--- src/rtl/sk6812_frame_sched.sv ---
// SK6812 frame scheduler: reads NUM_LED pixels from RAM, streams them to the bit
// encoder over valid/ready, waits for the line to go idle, then holds the latch gap.
module sk6812_frame_sched #(
    parameter int NUM_LED     = 8,
    parameter int ADDR_W      = 3,
    parameter int PIX_W       = 32,
    parameter int RST_CYC     = 4000,
    parameter int REFRESH_CYC = 50000
) (
    input  logic              sys_clk,
    input  logic              sys_nrst,
    input  logic              start,
    input  logic              auto_en,
    output logic              rd_en,
    output logic [ADDR_W-1:0] rd_addr,
    input  logic [PIX_W-1:0]  rd_data,
    output logic              pix_valid,
    output logic [PIX_W-1:0]  pix_data,
    input  logic              pix_ready,
    input  logic              enc_idle,
    output logic              busy,
    output logic              frame_done
);

    localparam int GAP_W = $clog2(RST_CYC + 1);
    localparam int REF_W = $clog2(REFRESH_CYC + 1);
    localparam logic [ADDR_W-1:0] LAST_IDX = ADDR_W'(NUM_LED - 1);
    localparam logic [GAP_W-1:0]  GAP_LAST = GAP_W'(RST_CYC - 1);
    localparam logic [REF_W-1:0]  REF_LAST = REF_W'(REFRESH_CYC - 1);

    typedef enum logic [2:0] {
        ST_IDLE,
        ST_FETCH,
        ST_WAIT,
        ST_SEND,
        ST_DRAIN,
        ST_LATCH
    } state_t;

    state_t            state_reg;
    logic [ADDR_W-1:0] idx_reg;
    logic [GAP_W-1:0]  gap_reg;
    logic [REF_W-1:0]  ref_reg;
    logic              ref_hit;
    logic              trigger;

    // The frame_done cycle is already IDLE, but a request landing there is dropped.
    assign ref_hit = auto_en && (ref_reg == REF_LAST);
    assign trigger = (state_reg == ST_IDLE) && !frame_done && (start || ref_hit);

    always_ff @(posedge sys_clk or negedge sys_nrst) begin
        if (!sys_nrst) begin
            state_reg  <= ST_IDLE;
            idx_reg    <= '0;
            gap_reg    <= '0;
            ref_reg    <= '0;
            rd_en      <= 1'b0;
            rd_addr    <= '0;
            pix_valid  <= 1'b0;
            pix_data   <= '0;
            busy       <= 1'b0;
            frame_done <= 1'b0;
        end else begin
            rd_en      <= 1'b0;
            frame_done <= 1'b0;

            // Free-running period counter; wraps even when the slot is missed mid-frame.
            if (!auto_en || trigger || (ref_reg == REF_LAST))
                ref_reg <= '0;
            else
                ref_reg <= ref_reg + 1'b1;

            case (state_reg)
                ST_IDLE: begin
                    if (trigger) begin
                        rd_en     <= 1'b1;
                        rd_addr   <= idx_reg;
                        busy      <= 1'b1;
                        state_reg <= ST_FETCH;
                    end
                end
                ST_FETCH: state_reg <= ST_WAIT;
                ST_WAIT: begin
                    pix_data  <= rd_data;
                    pix_valid <= 1'b1;
                    state_reg <= ST_SEND;
                end
                ST_SEND: begin
                    if (pix_valid && pix_ready) begin
                        pix_valid <= 1'b0;
                        if (idx_reg == LAST_IDX) begin
                            state_reg <= ST_DRAIN;
                        end else begin
                            idx_reg   <= idx_reg + 1'b1;
                            rd_addr   <= idx_reg + 1'b1;
                            rd_en     <= 1'b1;
                            state_reg <= ST_FETCH;
                        end
                    end
                end
                ST_DRAIN: begin
                    if (enc_idle) begin
                        gap_reg   <= '0;
                        state_reg <= ST_LATCH;
                    end
                end
                ST_LATCH: begin
                    if (gap_reg == GAP_LAST) begin
                        frame_done <= 1'b1;
                        busy       <= 1'b0;
                        idx_reg    <= '0;
                        state_reg  <= ST_IDLE;
                    end else begin
                        gap_reg <= gap_reg + 1'b1;
                    end
                end
                default: state_reg <= ST_IDLE;
            endcase
        end
    end

endmodule

--- config.mk ---
export PLATFORM = sky130hd
export DESIGN_NAME = sk6812_frame_sched
export DESIGN_NICKNAME = d
export VERILOG_FILES = /design/src/rtl/sk6812_frame_sched.sv
export SDC_FILE = /design/constraint.sdc
export NUM_CORES = 1
export LEC_CHECK = 0
export ABC_AREA = 0
export BUFFER_PORTS_ARGS = -buffer_cell sky130_fd_sc_hd__buf_4
export CAP_MARGIN = 20
export CORE_ASPECT_RATIO = 1.1
export CORE_MARGIN = 3
export CORE_UTILIZATION = 54
export DETAILED_ROUTE_END_ITERATION = 6
export HOLD_SLACK_MARGIN = 0.03
export PLACE_DENSITY = 0.8
export SLEW_MARGIN = 20
export SYNTH_ARGS = -nofsm -noshare
export SYNTH_HDL_FRONTEND = slang
export SYNTH_SLANG_ARGS = --single-unit
export TNS_END_PERCENT = 50
--- constraint.sdc ---
create_clock -name sys_clk -period 2.4 [get_ports sys_clk]
set_input_delay 0.24 -clock sys_clk [delete_from_list [all_inputs] [get_ports sys_clk]]
set_output_delay 0.24 -clock sys_clk [all_outputs]
set_load 0.02 [all_outputs]
=== Yosys cells after proc, flatten, opt, wreduce, memory -nomap -nowiden ===
Index checks and enable logic that the tools add are counted.

* Output and inout port bits: 39
* Register bits: 73
* Bits of input ports: 38
* Word-level logic and storage cells: 74

* Equal/unequal tests: 14
* Muxes and demuxes: 26
* Add/sub/neg operators: 3
* Reduce and logical (&&, ||, !) cells: 21

{| class="wikitable"
|+ Operators by type and width
! cell !! number
|-
| $mux W12 || 2
|-
| $mux W3 || 8
|-
| $pmux W12 S2 || 1
|-
| $pmux W3 S6 || 1
|-
| $add A16 B1 Y16 const B || 1
|-
| $eq A16 B16 Y1 const B || 1
|-
| $mux W16 || 1
|-
| $add A12 B1 Y12 const B || 1
|-
| $eq A12 B12 Y1 const B || 1
|-
| $ne A2 B2 Y1 const B || 6
|-
| $pmux W3 S2 || 2
|-
| $reduce_and A4 Y1 || 3
|-
| $reduce_bool A2 Y1 || 5
|-
| $eq A3 B3 Y1 const B || 3
|-
| $mux W1 || 8
|-
| $eq A3 B2 Y1 const B || 2
|-
| $pmux W1 S2 || 3
|-
| $reduce_and A3 Y1 || 2
|-
| $logic_and A1 B1 Y1 || 4
|-
| $add A3 B1 Y3 const B || 1
|-
| $eq A3 B1 Y1 const B || 1
|-
| $logic_not A3 Y1 || 1
|-
| $logic_or A1 B1 Y1 || 3
|-
| $logic_not A1 Y1 || 2
|-
| $reduce_and A2 Y1 || 1
|}

=== Logic depth before layout (Yosys ltp) ===
* Depth in word-level cells: 7
* Depth in mapped cells: 7
* Gate-level depth less buffers: 6

=== Worst setup path after synthesis ===
No wires, ideal clock.

* Path type: flip-flop to flip-flop
* Start point: register idx_reg[0]
* End point: register rd_addr[0]
* Path buffers: 1
* Stages on the path, launching flop included: 7
* Required time: 2275 ps
* Data arrival time: 1698 ps
* Slack: 577 ps
* Cells stage by stage: dfrtp_1 > ha_1 > ha_1 > or3_1 > buf_6 > o211ai_4 > mux2_4

* Cells in the longest elaborated chain, start to end: 4

{| class="wikitable"
|+ Ends and longest elaborated chain
! element !! RTL line !! RTL
|-
| start, declared || 41 || <nowiki>logic [ADDR_W-1:0] idx_reg;</nowiki>
|-
| start signal, assigned || 94 || <nowiki>idx_reg <= idx_reg + 1'b1;</nowiki>
|-
| $add A3 B1 Y3 || 95 || <nowiki>rd_addr <= idx_reg + 1'b1;</nowiki>
|-
| $mux W3 || 91 || <nowiki>if (idx_reg == LAST_IDX) begin</nowiki>
|-
| $mux W3 || 89 || <nowiki>if (pix_valid && pix_ready) begin</nowiki>
|-
| $pmux W3 S2 || 73 || <nowiki>case (state_reg)</nowiki>
|-
| end signal, assigned || 77 || <nowiki>rd_addr <= idx_reg;</nowiki>
|-
| end signal, assigned || 95 ||
|-
| end, declared || 15 || <nowiki>output logic [ADDR_W-1:0] rd_addr,</nowiki>
|}

Several ways; a longest one is shown, not always the timed one. The select of a mux whose other input is x is not followed.
A chain may end at the register's enable or synchronous reset.

=== Worst setup path in the final report ===
* Start point: register idx_reg[0]
* End point: register rd_addr[2]

The elaborated chain is that of the path after synthesis.

==> impl_metrics.tcl <==
set metrics [dict create \
    synth-seq-area-share_pct 53.3 \
    hold_path.class "in -> async" \
    fin_setup_tns_ns 0 \
    max-clock-path-buffers 2 \
    cts_tree "done" \
    ys_async_sr_fraction_pct 100 \
    final_common_cell "sky130_fd_sc_hd__buf_4" \
    cap_viol_max_count 0 \
    kind_of_critical_path "reg -> reg" \
    gpl.final_weighted_congestion 0.861 \
    detail_route.wirelength_um 6770 \
    clockRootBuffer "sky130_fd_sc_hd__clkbuf_8" \
    cts-buffers-inserted 9 \
    drt_pre_antenna_iters 4 \
    max-vdd-ir-drop_mv 0.420 \
    cp.required_ns 2.63 \
    via_count_of_the_first_global_routing_pass 2377 \
    commonest_cells_after_routing_fill_and_taps_aside "sky130_fd_sc_hd__buf_4 (78), sky130_fd_sc_hd__dfrtp_1 (73), sky130_fd_sc_hd__nor2_1 (26)" \
    postSynth.topFlopCell "sky130_fd_sc_hd__dfrtp_1" \
    cts.repair_timing.setup_buffer_count 0 \
    mappedNetlistNets 327 \
    timing.critical_path.to_type "flop" \
    initial_core_util_pct 57.6 \
    row_count 29 \
    layout-drive-gt1-share_pct 33.9 \
    die_height_um 89.6 \
    maximum_number_of_pins_on_one_net_before_global_route_repair 74 \
    number_of_flip_flops_in_the_largest_register 32 \
    remaining_drc_errors 0 \
    post_synth_instance_area_um2 3430 \
    report.final.slew_viol_count 0 \
    dpl-instance-area_um2 4040 \
    fp.dieW_um 82.0 \
    worst_ep_arrival_time_ns 2.21 \
    postSynthCellCount 285 \
    grt_pass1_wl_um 11000 \
    post_synth.cell_area_avg_um2 12.0 \
    detail_route.wl_per_cell_um 15.2 \
    power.static_leakage_nw 2.04 \
    synth-edff-count 0 \
    coreArea_um2 5950 \
    grt_setup_unrepaired "no" \
    global_route.usage.total_pct 19.9 \
    critical_path.most_common_cell "sky130_fd_sc_hd__ha_1" \
    yosys_register_bits 73 \
    num_antenna_cells 0 \
    clock-skew-final_ns 0.00940 \
    final.period_utilization_pct 82.3 \
    relSlewSlack_pct 42.3 \
    worst_setup_path_start_kind "flop" \
    worst_skew_pair.late_latency_ns 0.35 \
    grt.overflow.total 0 \
    final_area_um2 4270 \
    path_delay_family "simple AND/OR/NAND/NOR gates" \
    antenna_found_initial 0 \
    fin_nets 406 \
    worst-path-max-fanout 7 \
    clock-sinks 73 \
    power.density_cell_area_nw_per_um2 786 \
    place.port_buffers 76 \
    synth.lib_cells_used.distinct 56 \
    clock_tree.htree_level_count 3 \
    holdBufCountCts 0 \
    die-area_um2 7340 \
    clk_transition_reported_paths_ns 0.08 \
    critical-path-max-stage-delay_ns 0.51 \
    slew_at_the_pin_closest_to_its_max_slew_limit_ns 0.865 \
    via_density 5.55 \
    cpMaxStageDelayCell "sky130_fd_sc_hd__or3_1" \
    drt-initial-drc-count 122 \
    dpl.hpwl_um 4860 \
    yosys_warnings 0 \
    timing.fmax_mhz 506 \
    outcome "finished, final reports clean" \
    final-setup-viol-count 0 \
    ant_nets 0 \
    cts_resized 0 \
    utilization_pct 71.8 \
    critPathBufInv 0 \
    synthToLayoutAreaGrowth_pct 24.6 \
    post-layout-total-power_mw 3.36 \
    io_pins 77 \
    path_cells "ha_1 > ha_1 > or3_1 > o211ai_4 > mux2_4" \
    min_period_ns 1.98 \
    hold_viol 0 \
    vias 2475 \
]
-- power by group --
group | switching, mW | internal [mW]
Combinational | 0.373 | 0.356
Clock | 0.444 | 0.691
Sequential | 0.0955 | 1.40
-- routing by layer --
| layer | up-vias | part of all wire [%] | wire length (um) | track usage, % |
|---|---|---|---|---|
| met3 | 12 | 7.4 | 503 | 4.09 |
| li1 | 1188 | - | - | - |
| met2 | 79 | 46 | 3110 | 30.6 |
| met1 | 1196 | 45 | 3040 | 26.4 |
| met4 | 0 | 1.7 | 118 | 11.5 |
| met5 | - | 0 | 0 | 0 |
-- metrics by stage --
stage	setup slack [ns]	hold slack, ns	instances
5_1_grt	0.341	0.0739	446
3_5_place_dp	0.436	0.419	430
4_1_cts	0.422	0.0362	446
6_report	0.425	0.0120	446
2_1_floorplan	0.577	-0.0556	285
3_3_place_gp	0.506	0.415	430
-- cell type report --
class,instances,area [um2]
Sequential cell,73,1830
Fill cell,431,1680
Multi-Input combinational cell,191,1490
Timing Repair Buffer,78,586
Clock buffer,11,131
Clock inverter,5,104
Tap cell,77,96.3
Inverter,11,41.3
-- worst paths after layout --
path	start	endpoint	slack (ns)	cells past startpoint
hold reg to reg	pix_data[6]	pix_data[6]	0.49	1
hold / removal	sys_nrst	pix_data[9]	0.01	1
setup / recovery	idx_reg[0]	rd_addr[2]	0.42	5
setup reg to reg	idx_reg[0]	rd_addr[2]	0.42	5
max in group asynchronous	sys_nrst	gap_reg[2]	1.83	1
min in group sys_clk	rd_data[23]	pix_data[23]	0.11	2
-- kinds of logic (layout without fill, tap and decap cells) --
logic type / count (synthesis) / count (layout) / share of synthesized area [%]
AOI/OAI and AO/OA: 37 / 37 / 8.61
xor gates and xnor gates: 15 / 15 / 3.83
adders and majority gates: 4 / 4 / 1.46
buffers and inverters: 21 / 105 / 3.32
DFF: 73 / 73 / 53.3
muxes: 36 / 36 / 12.1
and+or+nand+nor: 99 / 99 / 17.4
-- synthesized netlist by cell type (all sizes together) (4+ instances only) --
library cell  instances  area, um2
dfrtp                73       1830
mux2                 36        417
nor2                 26       97.6
nand2                21       81.3
xnor2                14        123
inv                  11       41.3
nand3                11       60.1
buf                  10       72.6
nor3                  9       45.0
o21ai                 8       40.0
a31oi                 7       58.8
nand4                 6       43.8
nor4                  5       46.3
ha                    4       50.1
Power figures use the tool's default switching activity.
